<file path="src/rtl/uart_bridge_pkg.sv">
// Shared definitions for the UART <-> Wishbone bridge pair: state encoding,
// header layout, status codes and wire byte-count helpers.
package uart_bridge_pkg;

    typedef enum logic [1:0] {
        ST_IDLE     = 2'd0,
        ST_RX_FRAME = 2'd1,
        ST_WB_CYCLE = 2'd2,
        ST_TX_RESP  = 2'd3
    } bridge_state_e;

    localparam int HDR_WE_BIT = 0;

    localparam logic [7:0] ACK_OK      = 8'h01;
    localparam logic [7:0] ACK_TIMEOUT = 8'h00;

    function automatic int addr_bytes(input int aw);
        return ((aw / 8) < 1) ? 1 : (aw / 8);
    endfunction

    function automatic int data_bytes(input int dw);
        return ((dw / 8) < 1) ? 1 : (dw / 8);
    endfunction

    // Total request bytes on the wire, header included.
    function automatic int frame_bytes(input logic we, input int aw, input int dw);
        return we ? (1 + addr_bytes(aw) + data_bytes(dw) + 1) : (1 + addr_bytes(aw));
    endfunction

    function automatic int resp_bytes(input logic we, input int dw);
        return we ? 1 : data_bytes(dw);
    endfunction

endpackage

</file>
<file path="src/rtl/uart2wb_frame_rx.sv">
// Request frame assembler: header check, byte counting, request register and
// inter-byte timeout. Field outputs show the register including the byte just accepted.
module uart_frame_rx
    import uart_bridge_pkg::*;
#(
    parameter int addr_width     = 4,
    parameter int data_width     = 8,
    parameter int strobe_width   = 1,
    parameter int timeout_cycles = 65535
) (
    input  logic                    clock,
    input  logic                    reset,
    input  logic                    enable,
    input  logic [7:0]              rx_byte,
    input  logic                    rx_valid,
    output logic                    frame_done,
    output logic                    req_we,
    output logic [addr_width-1:0]   req_adr,
    output logic [data_width-1:0]   req_datwr,
    output logic [strobe_width-1:0] req_sel
);
    localparam int AB    = addr_bytes(addr_width);
    localparam int DB    = data_bytes(data_width);
    localparam int PB    = AB + DB + 1;
    localparam int REQ_W = 8 * PB;
    localparam int CNT_W = $clog2(PB + 2);
    localparam int TW    = $clog2(timeout_cycles + 1);
    localparam logic [CNT_W-1:0] RD_LEN   = CNT_W'(frame_bytes(1'b0, addr_width, data_width));
    localparam logic [CNT_W-1:0] WR_LEN   = CNT_W'(frame_bytes(1'b1, addr_width, data_width));
    localparam logic [TW-1:0]    TMO_LAST = TW'(timeout_cycles - 1);

    bridge_state_e    state_q, state_d;
    logic             we_q, we_d;
    logic [CNT_W-1:0] cnt_q, cnt_d, slot_s, exp_len_s;
    logic [REQ_W-1:0] req_q, req_d;
    logic [TW-1:0]    tmo_q, tmo_d;

    // Header acceptance, payload capture and partial-frame timeout.
    always_comb begin
        state_d    = state_q;
        we_d       = we_q;
        cnt_d      = cnt_q;
        req_d      = req_q;
        tmo_d      = tmo_q;
        frame_done = 1'b0;
        slot_s     = cnt_q - CNT_W'(1);
        exp_len_s  = we_q ? WR_LEN : RD_LEN;
        case (state_q)
            ST_IDLE: begin
                tmo_d = '0;
                if (enable && rx_valid && (rx_byte[7:1] == 7'd0)) begin
                    we_d    = rx_byte[HDR_WE_BIT];
                    cnt_d   = CNT_W'(1);
                    req_d   = '0;
                    state_d = ST_RX_FRAME;
                end else begin
                    cnt_d = '0;
                end
            end
            ST_RX_FRAME: begin
                if (rx_valid) begin
                    req_d[{slot_s, 3'b000} +: 8] = rx_byte;
                    cnt_d = cnt_q + CNT_W'(1);
                    tmo_d = '0;
                    if ((cnt_q + CNT_W'(1)) == exp_len_s) begin
                        frame_done = 1'b1;
                        state_d    = ST_IDLE;
                    end else begin
                        state_d = ST_RX_FRAME;
                    end
                end else if (tmo_q == TMO_LAST) begin
                    tmo_d   = '0;
                    cnt_d   = '0;
                    state_d = ST_IDLE;
                end else begin
                    tmo_d = tmo_q + TW'(1);
                end
            end
            default: begin
                state_d = ST_IDLE;
                cnt_d   = '0;
                tmo_d   = '0;
            end
        endcase
    end

    assign req_we    = we_q;
    assign req_adr   = req_d[addr_width-1:0];
    assign req_datwr = req_d[8*AB +: data_width];
    assign req_sel   = we_q ? req_d[8*(AB+DB) +: strobe_width] : {strobe_width{1'b1}};

    // Assembler state register.
    always_ff @(posedge clock or negedge reset) begin
        if (!reset) begin
            state_q <= ST_IDLE;
            we_q    <= 1'b0;
            cnt_q   <= '0;
            req_q   <= '0;
            tmo_q   <= '0;
        end else begin
            state_q <= state_d;
            we_q    <= we_d;
            cnt_q   <= cnt_d;
            req_q   <= req_d;
            tmo_q   <= tmo_d;
        end
    end

endmodule

</file>
<file path="src/rtl/uart_rx.sv">
// UART receiver, 8N1, LSB first; pulses data_valid for one clock at mid stop bit.
module uart_rx #(
    parameter int CLK_PER_BIT = 217
) (
    input  logic       clk,
    input  logic       rst,
    input  logic       rx,
    output logic [7:0] data_out,
    output logic       data_valid
);
    typedef enum logic [1:0] {RX_IDLE, RX_START, RX_DATA, RX_STOP} rx_state_e;

    localparam int CW = $clog2(CLK_PER_BIT + 1);
    localparam logic [CW-1:0] LAST = CW'(CLK_PER_BIT - 1);
    localparam logic [CW-1:0] HALF = CW'(CLK_PER_BIT / 2);

    rx_state_e       state_q, state_d;
    logic [1:0]      sync_q;
    logic [CW-1:0]   cnt_q, cnt_d;
    logic [2:0]      bit_q, bit_d;
    logic [7:0]      shift_q, shift_d;
    logic            valid_q, valid_d;
    logic            rx_s;

    assign rx_s       = sync_q[1];
    assign data_out   = shift_q;
    assign data_valid = valid_q;

    // Two-flop synchroniser on the asynchronous serial input.
    always_ff @(posedge clk or posedge rst) begin
        if (rst) begin
            sync_q <= 2'b11;
        end else begin
            sync_q <= {sync_q[0], rx};
        end
    end

    // Bit timing: start bit verified at half a bit, data/stop sampled mid-bit.
    always_comb begin
        state_d = state_q;
        cnt_d   = cnt_q;
        bit_d   = bit_q;
        shift_d = shift_q;
        valid_d = 1'b0;
        case (state_q)
            RX_IDLE: begin
                cnt_d = '0;
                bit_d = 3'd0;
                if (!rx_s) begin
                    state_d = RX_START;
                end else begin
                    state_d = RX_IDLE;
                end
            end
            RX_START: begin
                if (cnt_q == HALF) begin
                    cnt_d   = '0;
                    state_d = rx_s ? RX_IDLE : RX_DATA;
                end else begin
                    cnt_d = cnt_q + CW'(1);
                end
            end
            RX_DATA: begin
                if (cnt_q == LAST) begin
                    cnt_d   = '0;
                    shift_d = {rx_s, shift_q[7:1]};
                    if (bit_q == 3'd7) begin
                        state_d = RX_STOP;
                    end else begin
                        bit_d = bit_q + 3'd1;
                    end
                end else begin
                    cnt_d = cnt_q + CW'(1);
                end
            end
            RX_STOP: begin
                if (cnt_q == LAST) begin
                    cnt_d   = '0;
                    valid_d = rx_s;
                    state_d = RX_IDLE;
                end else begin
                    cnt_d = cnt_q + CW'(1);
                end
            end
            default: begin
                state_d = RX_IDLE;
            end
        endcase
    end

    // Receiver state register.
    always_ff @(posedge clk or posedge rst) begin
        if (rst) begin
            state_q <= RX_IDLE;
            cnt_q   <= '0;
            bit_q   <= 3'd0;
            shift_q <= 8'h00;
            valid_q <= 1'b0;
        end else begin
            state_q <= state_d;
            cnt_q   <= cnt_d;
            bit_q   <= bit_d;
            shift_q <= shift_d;
            valid_q <= valid_d;
        end
    end

endmodule

</file>
<file path="src/rtl/uart_tx.sv">
// UART transmitter, 8N1, LSB first; a load during tx_done chains bytes with no idle gap.
module uart_tx #(
    parameter int CLK_PER_BIT = 217
) (
    input  logic       clk,
    input  logic       rst,
    input  logic       data_load,
    input  logic [7:0] data_in,
    output logic       tx,
    output logic       tx_done
);
    localparam int CW = $clog2(CLK_PER_BIT + 1);
    localparam logic [CW-1:0] LAST = CW'(CLK_PER_BIT - 1);

    logic          busy_q, busy_d;
    logic [9:0]    shift_q, shift_d;
    logic [3:0]    bit_q, bit_d;
    logic [CW-1:0] cnt_q, cnt_d;
    logic          tx_q, tx_d;

    assign tx      = tx_q;
    assign tx_done = busy_q && (cnt_q == LAST) && (bit_q == 4'd9);

    // Frame shifter: {stop, data, start} shifted out one bit per CLK_PER_BIT.
    always_comb begin
        busy_d  = busy_q;
        shift_d = shift_q;
        bit_d   = bit_q;
        cnt_d   = cnt_q;
        if (data_load && (!busy_q || tx_done)) begin
            busy_d  = 1'b1;
            shift_d = {1'b1, data_in, 1'b0};
            bit_d   = 4'd0;
            cnt_d   = '0;
        end else if (busy_q) begin
            if (cnt_q == LAST) begin
                cnt_d   = '0;
                shift_d = {1'b1, shift_q[9:1]};
                if (bit_q == 4'd9) begin
                    busy_d = 1'b0;
                    bit_d  = 4'd0;
                end else begin
                    bit_d = bit_q + 4'd1;
                end
            end else begin
                cnt_d = cnt_q + CW'(1);
            end
        end else begin
            cnt_d = '0;
        end
        tx_d = busy_d ? shift_d[0] : 1'b1;
    end

    // Transmitter state register; line idles high.
    always_ff @(posedge clk or posedge rst) begin
        if (rst) begin
            busy_q  <= 1'b0;
            shift_q <= 10'h3FF;
            bit_q   <= 4'd0;
            cnt_q   <= '0;
            tx_q    <= 1'b1;
        end else begin
            busy_q  <= busy_d;
            shift_q <= shift_d;
            bit_q   <= bit_d;
            cnt_q   <= cnt_d;
            tx_q    <= tx_d;
        end
    end

endmodule

</file>
<file path="src/rtl/uart2wb.sv">
// Remote-side bridge: UART request frame in, one Wishbone master cycle, UART
// response frame out. Half-duplex: bytes arriving while busy are dropped.
module uart2wb
    import uart_bridge_pkg::*;
#(
    parameter int addr_width     = 4,
    parameter int data_width     = 8,
    parameter int strobe_width   = ((data_width / 8) < 1) ? 1 : (data_width / 8),
    parameter int clk_per_bit    = 217,
    parameter int timeout_cycles = 65535
) (
    input  logic                    clock,
    input  logic                    reset,
    input  logic                    uart_rx,
    output logic                    uart_tx,
    output logic [addr_width-1:0]   wb_adr,
    output logic [data_width-1:0]   wb_datwr,
    input  logic [data_width-1:0]   wb_datrd,
    output logic                    wb_we,
    output logic [strobe_width-1:0] wb_sel,
    output logic                    wb_stb,
    output logic                    wb_cyc,
    input  logic                    wb_ack
);
    localparam int DB    = data_bytes(data_width);
    localparam int IDX_W = (DB > 1) ? $clog2(DB) : 1;
    localparam int TW    = $clog2(timeout_cycles + 1);
    localparam logic [IDX_W-1:0] RD_LAST  = IDX_W'(resp_bytes(1'b0, data_width) - 1);
    localparam logic [IDX_W-1:0] WR_LAST  = IDX_W'(resp_bytes(1'b1, data_width) - 1);
    localparam logic [TW-1:0]    TMO_LAST = TW'(timeout_cycles - 1);

    logic [7:0]              rx_byte_s, tx_byte_s;
    logic                    rx_valid_s, tx_done_s, data_load_s;
    logic                    frame_done_s, req_we_s;
    logic [addr_width-1:0]   req_adr_s;
    logic [data_width-1:0]   req_datwr_s;
    logic [strobe_width-1:0] req_sel_s;
    logic [IDX_W-1:0]        byte_idx_s, last_idx_s;

    bridge_state_e           state_q, state_d;
    logic                    cyc_q, cyc_d;
    logic                    we_q, we_d;
    logic [addr_width-1:0]   adr_q, adr_d;
    logic [data_width-1:0]   datwr_q, datwr_d;
    logic [strobe_width-1:0] sel_q, sel_d;
    logic [TW-1:0]           tmo_q, tmo_d;
    logic [data_width-1:0]   rd_q, rd_d;
    logic [7:0]              status_q, status_d;
    logic [IDX_W-1:0]        idx_q, idx_d;
    logic                    started_q, started_d;

    uart_rx #(.CLK_PER_BIT(clk_per_bit)) u_uart_rx (
        .clk        (clock),
        .rst        (~reset),
        .rx         (uart_rx),
        .data_out   (rx_byte_s),
        .data_valid (rx_valid_s)
    );

    uart_tx #(.CLK_PER_BIT(clk_per_bit)) u_uart_tx (
        .clk       (clock),
        .rst       (~reset),
        .data_load (data_load_s),
        .data_in   (tx_byte_s),
        .tx        (uart_tx),
        .tx_done   (tx_done_s)
    );

    uart_frame_rx #(
        .addr_width     (addr_width),
        .data_width     (data_width),
        .strobe_width   (strobe_width),
        .timeout_cycles (timeout_cycles)
    ) u_frame_rx (
        .clock      (clock),
        .reset      (reset),
        .enable     (state_q == ST_IDLE),
        .rx_byte    (rx_byte_s),
        .rx_valid   (rx_valid_s),
        .frame_done (frame_done_s),
        .req_we     (req_we_s),
        .req_adr    (req_adr_s),
        .req_datwr  (req_datwr_s),
        .req_sel    (req_sel_s)
    );

    assign wb_cyc   = cyc_q;
    assign wb_stb   = cyc_q;
    assign wb_we    = we_q;
    assign wb_adr   = adr_q;
    assign wb_datwr = datwr_q;
    assign wb_sel   = sel_q;

    // Bridge sequencing: bus cycle with ack/timeout, then response byte stream.
    always_comb begin
        state_d     = state_q;
        cyc_d       = cyc_q;
        we_d        = we_q;
        adr_d       = adr_q;
        datwr_d     = datwr_q;
        sel_d       = sel_q;
        tmo_d       = tmo_q;
        rd_d        = rd_q;
        status_d    = status_q;
        idx_d       = idx_q;
        started_d   = started_q;
        data_load_s = 1'b0;
        byte_idx_s  = idx_q;
        last_idx_s  = we_q ? WR_LAST : RD_LAST;
        case (state_q)
            ST_IDLE: begin
                if (frame_done_s) begin
                    cyc_d   = 1'b1;
                    we_d    = req_we_s;
                    adr_d   = req_adr_s;
                    datwr_d = req_datwr_s;
                    sel_d   = req_sel_s;
                    tmo_d   = '0;
                    state_d = ST_WB_CYCLE;
                end else begin
                    cyc_d = 1'b0;
                end
            end
            ST_WB_CYCLE: begin
                // Ack is checked first so it wins over a coincident timeout.
                if (wb_ack) begin
                    rd_d      = wb_datrd;
                    status_d  = ACK_OK;
                    cyc_d     = 1'b0;
                    idx_d     = '0;
                    started_d = 1'b0;
                    state_d   = ST_TX_RESP;
                end else if (tmo_q == TMO_LAST) begin
                    rd_d      = '0;
                    status_d  = ACK_TIMEOUT;
                    cyc_d     = 1'b0;
                    idx_d     = '0;
                    started_d = 1'b0;
                    state_d   = ST_TX_RESP;
                end else begin
                    tmo_d = tmo_q + TW'(1);
                end
            end
            ST_TX_RESP: begin
                if (!started_q) begin
                    data_load_s = 1'b1;
                    started_d   = 1'b1;
                end else if (tx_done_s) begin
                    if (idx_q == last_idx_s) begin
                        started_d = 1'b0;
                        state_d   = ST_IDLE;
                    end else begin
                        idx_d       = idx_q + IDX_W'(1);
                        byte_idx_s  = idx_q + IDX_W'(1);
                        data_load_s = 1'b1;
                    end
                end else begin
                    started_d = 1'b1;
                end
            end
            default: begin
                cyc_d   = 1'b0;
                state_d = ST_IDLE;
            end
        endcase
        tx_byte_s = we_q ? status_q : rd_q[{byte_idx_s, 3'b000} +: 8];
    end

    // Bridge state and bus output registers.
    always_ff @(posedge clock or negedge reset) begin
        if (!reset) begin
            state_q   <= ST_IDLE;
            cyc_q     <= 1'b0;
            we_q      <= 1'b0;
            adr_q     <= '0;
            datwr_q   <= '0;
            sel_q     <= '0;
            tmo_q     <= '0;
            rd_q      <= '0;
            status_q  <= 8'h00;
            idx_q     <= '0;
            started_q <= 1'b0;
        end else begin
            state_q   <= state_d;
            cyc_q     <= cyc_d;
            we_q      <= we_d;
            adr_q     <= adr_d;
            datwr_q   <= datwr_d;
            sel_q     <= sel_d;
            tmo_q     <= tmo_d;
            rd_q      <= rd_d;
            status_q  <= status_d;
            idx_q     <= idx_d;
            started_q <= started_d;
        end
    end

endmodule
</file>
<file path="config.mk">
export PLATFORM = sky130hd
export DESIGN_NAME = uart2wb
export DESIGN_NICKNAME = d
export VERILOG_FILES = /design/src/rtl/uart_bridge_pkg.sv /design/src/rtl/uart2wb_frame_rx.sv /design/src/rtl/uart_rx.sv /design/src/rtl/uart_tx.sv /design/src/rtl/uart2wb.sv
export SDC_FILE = /design/constraint.sdc
export NUM_CORES = 1
export LEC_CHECK = 0
export BUFFER_PORTS_ARGS = -buffer_cell sky130_fd_sc_hd__buf_2
export CELL_PAD_IN_SITES_DETAIL_PLACEMENT = 0
export CELL_PAD_IN_SITES_GLOBAL_PLACEMENT = 1
export CORE_ASPECT_RATIO = 0.9
export CORE_UTILIZATION = 53
export DETAILED_ROUTE_END_ITERATION = 6
export PLACE_DENSITY_LB_ADDON = 0.2
export SETUP_SLACK_MARGIN = 0.02
export SLEW_MARGIN = 5
export SYNTH_ARGS = -nofsm -noshare
export SYNTH_HDL_FRONTEND = slang
export SYNTH_SLANG_ARGS = --single-unit
export TNS_END_PERCENT = 10
</file>
<file path="constraint.sdc">
create_clock -name clock -period 4 [get_ports clock]
set_input_delay 0.6 -clock clock [delete_from_list [all_inputs] [get_ports clock]]
set_output_delay 0.6 -clock clock [all_outputs]
set_load 0.01 [all_outputs]
</file>
==> results.md, run 1 <==
* RSZ-0062 raised after global routing: no
* Final slew viol count at 0
* Fraction of registers with async set/reset at 100%
* Number of routed nets with antenna violations at 0
* Period minus WS final at 2.49 ns
* DR pass1 iterations at 5
* Primary FF master, synth: dfrtp_1
* Clk_skew at about 0.0076 ns
* Wirelength per Cell at 14.9 um
* Die height at 102 um
* Ports at 29
* CTS Buffer Depth at 2
* Setup_tns at 0 ns
* PwrDens at 451 mW/mm^2
* Global-route wire length before repair at approximately 18 mm
* CP Max Fanout at 12
* Fin crit share at 62.3%
* Clock root cell: clkbuf_16
* Final net count at ~600
* Worst Max-Slew Pin Slew at about 1.1 ns
* Top cell type by total area after synthesis: dfrtp_1
* Synth Cell Area at roughly 0.006 sq mm
* Overall routing resource usage at 20.3%
* First DRT Iteration DRCs at 180
* Area Growth Syn to Fin at 15.7%
* Fin. Hold Viols at 0
* EDFF count, synth at 0
* Clk slew on worst S/H paths at 0.06 ns
* Worst-skew pair later-pin latency at 0.41 ns
* # hold bufs at CTS at 0
* DP HPWL at approximately 7 mm
* Core ar. at 0.0108 sq mm
* Hold Path Class: in -> async
* WP data required at between 4 and 5 ns
* Slowest CP cell: or4_1
* Final setup vio count at 0
* Gpl congestion at 0.775
* Fin util at 62.9%
* Worst-path cell chain: inv_1, ha_1, nand3b_1, mux2_2, or4_1, a31o_2
* Max Cap Viol at 0
* Peak Freq at 401 MHz
* Vias in the first global route at 3,796
* Num CTS Buffers at 17
* DRC at 0
* Yosys reg bits at roughly 130
* Diode count at 0
* Static leakage at between 3 and 4 nW
* Htree depth at 4
* Critical Path AT at 2.79 ns
* Fillers at 878
* Maximum VDD drop at 293 uV
* Post-Syn Instances at 545
* Status: finished, final reports clean
* Synth top area share at about half
* Initial Util at 54.4%
* Critical Path Source Type: register
* Port-buffer cells at 28
* Critical path type: reg -> reg
* Setup ws final at between 1.5 and 2 ns
* Routed wire length at 10.7 mm
* Initial antenna violation count at 0
* Die X at 113 um
* Critical Path End Type: register
* CTS tree: built
* Syn_nets at 575
* Post-CTS Repair Setup Buffers at 0
* Largest net degree at the start of global routing at 75
* Ys Warns at 0
* Slowest Stage Delay on Critical Path at 0.62 ns
* Via count at 4,022
* Seq/Total Area, Yosys at between 50% and 60%
* Drt via density at 5.59
* Area contributors post-synth: dfrtp_1 48%, dfstp_2 5.8%, nor2_1 4.3%
* Number of placement rows at 36
* Post-cts sizing count at 0
* Share of layout cells above drive strength 1 at 18.1%
* Slew margin rel. at between 20% and 30%
* Pre-CTS WS at 1.52 ns
* Total grt overflow at 0
* Hold slack at 0.222 ns
* Die ar. at about 0.012 sq mm
* Avg Cell Area, Syn at between 10 and 15 sq um
* Yosys cell types at 55
* Clk sinks at 126
==> worst max-delay path: cells and delay by family (launching register included) <==
family          cells  cell delay, ns
simple gates        2            0.79
flops               1            0.48
fa+ha+maj           1            0.35
mux                 1            0.32
compound gates      1            0.31
buf+inv             1            0.14
==> sequential cells by signal (all words and copies together) (netlist names), 8 cells and up, named ones only <==
name	flops
rd_q	8
tmo_q	16
u_frame_rx.req_q	13
u_frame_rx.tmo_q	16
u_uart_rx.cnt_q	8
u_uart_rx.data_out	8
u_uart_tx.cnt_q	8
u_uart_tx.shift_q	10
wb_datwr	8
==> kinds of logic after synthesis <==
kind of cell / Yosys count / synth area share [%]
flops: 126 / 53.9
xor+xnor: 41 / 6.11
compound gates: 62 / 7.84
buf+inv: 36 / 2.75
fa+ha+maj: 18 / 3.83
simple gates: 235 / 20.6
mux: 27 / 4.96
==> cells in the final DEF, fill, tap and decap left out, drive strengths merged, types with 6 or more instances in the layout <==
cell type  count
a21oi          7
a22o          20
and3           8
buf           32
bufinv         6
clkbuf        22
dfrtp        113
dfstp         13
ha            18
inv           14
mux2          17
mux2i         10
nand2         51
nand3         37
nand4         12
nor2          68
nor3          14
nor4           8
o21ai         10
o2bb2ai        7
xnor2         25
xor2          16
==> final cells by class <==
cell class                 count  area (sq um)  share of cell area, %
inverter                      14          52.6                  0.773
sequential                   126          3170                   46.6
multi-input combinational    383          2540                   37.4
clock buffer                  22           474                   6.97
clock inverter                10           208                   3.05
timing repair buffer          32           185                   2.72
tap                          133           166                   2.45
==> report_power, final <==
| group | internal (W) | switching [W] | total (W) | leakage [nW] |
|---|---|---|---|---|
| logic | 0.00000636 | 0.0000263 | 0.0000327 | 1.17 |
| registers | 0.00128 | 0.000000677 | 0.00128 | 1.69 |
| clock network | 0.00122 | 0.000539 | 0.00176 | 0.323 |
| total | 0.00250 | 0.000566 | 0.00307 | 3.18 |
==> per-stage QoR <==
step                total power (W)  instances  cell area [sq um]
global route                0.00316        720               6800
finish                      0.00307        720               6800
CTS                         0.00310        720               6800
global placement            0.00133        688               6120
floorplan                   0.00130        545               5880
detailed placement          0.00134        688               6120
==> routing by layer <==
| metal | GRT usage, % | share of wire, % | vias to the layer above |
|---|---|---|---|
| li1 | - | - | 1974 |
| met1 | 26.7 | 49 | 1998 |
| met2 | 32.1 | 47 | 42 |
| met3 | 6.47 | 2.6 | 8 |
| met4 | 6.98 | 1.1 | 0 |
| met5 | 0 | 0 | - |
==> Yosys cell counts, drive strengths merged, types with 4 or more instances <==
library cell	count
o2bb2ai	7
a22o	20
o21ai	10
xnor2	25
inv	14
dfrtp	113
clkbuf	12
o211ai	4
and3	8
nor2	68
nor3	14
xor2	16
ha	18
nor2b	5
nand4	12
nor4	8
nand2b	4
buf	10
dfstp	13
or3b	4
mux2i	10
nand2	51
nand3	37
nand3b	5
mux2	17
a21oi	7
==> worst paths after layout <==
path,from,endpoint,slack [ns],depth (start not counted)
worst max-delay path,u_frame_rx.cnt_q[0],tmo_q[1],1.51,6
worst min-delay path,reset,tmo_q[13],0.22,1
worst max register to register,u_frame_rx.cnt_q[0],tmo_q[1],1.51,6
worst min register to register,u_uart_rx.sync_q[0],u_uart_rx.sync_q[1],0.36,0
max in group asynchronous,reset,u_uart_tx.shift_q[2],2.94,2
min in group clock,uart_rx,u_uart_rx.sync_q[0],0.28,1
Power figures use the tool's default switching activity.
==> run 2: changes to the inputs <==
--- a/config.mk
+++ b/config.mk
@@ -9,7 +9,7 @@
 export CELL_PAD_IN_SITES_DETAIL_PLACEMENT = 0
 export CELL_PAD_IN_SITES_GLOBAL_PLACEMENT = 1
 export CORE_ASPECT_RATIO = 0.9
-export CORE_UTILIZATION = 53
+export CORE_UTILIZATION = 49
 export DETAILED_ROUTE_END_ITERATION = 6
 export PLACE_DENSITY_LB_ADDON = 0.2
 export SETUP_SLACK_MARGIN = 0.02
==> constraint.sdc (replaced) <==
create_clock -name clock -period 2.3 [get_ports clock]
set_input_delay 0.345 -clock clock [delete_from_list [all_inputs] [get_ports clock]]
set_output_delay 0.345 -clock clock [all_outputs]
set_load 0.01 [all_outputs]
==> results.md, run 2 (synthesized netlist as in run 1, its figures left out) <==
* Status: finished, final reports clean
* DRC at 0
* Largest net degree at the start of global routing at 57
* First DRT Iteration DRCs at 219
* Max Cap Viol at 0
* Slew margin rel. at 64.9%
* Overall routing resource usage at 19.7%
* Die height at 106 um
* Final net count at 627
* Sw Share at approximately 20%
* Worst R2R End: wb_adr[2]
* Critical Path AT at 2.51 ns
* Clock root cell: clkbuf_16
* Fin crit share at 95.8%
* Die ar. at 0.0124 sq mm
* Maximum VDD drop at roughly 530 uV
* Final setup vio count at 0
* Static leakage at between 3 and 4 nW
* Most frequent CP cell: ha_1
* Hold Path Class: in -> reg
* Fillers at approximately 1,000
* Vias in the first global route at 4,004
* Initial Util at 50.8%
* Depth of the worst hold-timing path at 1
* Hold endpoint: u_uart_rx.sync_q[0]
* Via count at 4,075
* Gpl congestion at between 0.8 and 0.9
* Core ar. at roughly 0.012 sq mm
* Reg2reg start: u_frame_rx.cnt_q[0]
* Critical path type: reg -> reg
* Bufs and invs on worst path at 2
* Worst-skew pair later-pin latency at 0.42 ns
* DP HPWL at 7.41 mm
* Num CTS Buffers at 17
* Sequential power share at 43.4%
* Setup_tns at 0 ns
* Routed wire length at 10.9 mm
* Critical Path End Type: register
* Global-route wire length before repair at between 15 and 20 mm
* Peak Freq at 454 MHz
* Drt via density at 5.32
* Number of placement rows at 37
* Kind of cell adding the most delay to the critical path: adder cells
* Htree depth at 4
* Reg2reg path depth at 8
* Port-buffer cells at 28
* Clk slew on worst S/H paths at around 0.050 ns
* Combinational Power Share at 1.2%
* Clk_skew at around 0.0076 ns
* Worst-path cell chain: inv_1, ha_1, xnor2_2, ha_1, and4bb_2, buf_4, a22o_1, mux2_2
* DR pass1 iterations at 4
* CTS Buffer Depth at 2
* Worst Max-Slew Pin Slew at 0.526 ns
* Commonest non-fill, non-tap cell in the layout: dfrtp_1
* Critical Path Source Type: register
* Ports at 29
* CP Max Fanout at 5
* Total grt overflow at 0
* Area Growth Syn to Fin at 18.8%
* Total Power at 0.00513 W
* Worst hold start: uart_rx
* Number of routed nets with antenna violations at 0
* Wirelength per Cell at 14.2 um
* Int Pwr at 0.00412 W
* Period minus WS final at 2.20 ns
* Fin. Hold Viols at 0
* Diode count at 0
* Share of layout cells above drive strength 1 at between 20 and 25%
* RSZ-0062 raised after global routing: no
* PwrDens at 735 mW/mm^2
* Final slew viol count at 0
* Sw power at 0.00101 W
* CTS tree: built
* Most frequent cells in the layout: 113 x dfrtp_1, 66 x nor2_1, 51 x nand2_1
* Slowest Stage Delay on Critical Path at roughly 0.39 ns
* Biggest regs: tmo_q (16), u_frame_rx.tmo_q (16), u_frame_rx.req_q (13)
* Clock power frac at 55.4%
* R2r setup slk at 0.1 ns
* Initial antenna violation count at 0
* WP data required at 2.60 ns
* Clk sinks at around 130
* Slowest CP cell: dfrtp_1
* Die X at 117 um
-- run 2: cell type report --
class / count / area [sq um] / share of cell area (%)
Sequential cell: 126 / 3170 / 45.4
Multi-Input combinational cell: 383 / 2570 / 36.8
Clock buffer: 20 / 467 / 6.69
Timing Repair Buffer: 55 / 360 / 5.16
Tap cell: 156 / 195 / 2.80
Clock inverter: 12 / 165 / 2.37
Inverter: 14 / 52.6 / 0.753
-- run 2: power by group through the flow --
stage	Combinational (W)	Clock, W	Sequential (W)
6_report	0.0000613	0.00284	0.00222
5_1_grt	0.0000724	0.00300	0.00222
4_1_cts	0.0000654	0.00291	0.00222
3_5_place_dp	0.0000639	0	0.00226
3_3_place_gp	0.0000627	0	0.00226
2_1_floorplan	0.00000119	0	0.00226
-- run 2: worst max-delay path by stage --
stage	slack, ns	from	cells after the start	to
finish	0.1	u_frame_rx.cnt_q[0]	8	wb_adr[2]
global route	0.002	u_frame_rx.cnt_q[0]	8	wb_adr[2]
CTS	0.05	u_frame_rx.cnt_q[1]	8	wb_datwr[7]
detailed placement	0.07	u_frame_rx.cnt_q[1]	8	wb_datwr[7]
global placement	0.13	u_frame_rx.cnt_q[0]	8	wb_datwr[0]
floorplan	0.09	u_frame_rx.cnt_q[0]	8	wb_we
-- run 2: what timing repair did --
item	in CTS	in global routing
endpoints found under the hold margin	35	0
gates resized for setup	0	6
hold buffers	1	0
endpoints found under the setup margin	0	21
buffers inserted	0	5
-- run 2: stage by stage --
stage	hold slack, ns	instance area (sq um)	cells	worst slack [ns]	utilization, %
final	0.0213	6980	766	0.0975	60.3
after global routing	0.0101	6980	766	0.00174	60.3
after CTS	0.00315	6920	761	0.0492	59.8
after detailed placement	0.350	6270	728	0.0652	54.2
after global placement	0.351	6270	728	0.127	54.2
after floorplan	0.0494	5880	545	0.0908	-
-- run 2: per-layer routing --
layer	vias up	global-route usage (%)	share of wire, %
met5	-	0	0
met2	50	30.0	47
met3	16	5.68	3.2
met1	1979	26.2	48
met4	0	8.81	1.6
li1	2030	-	-
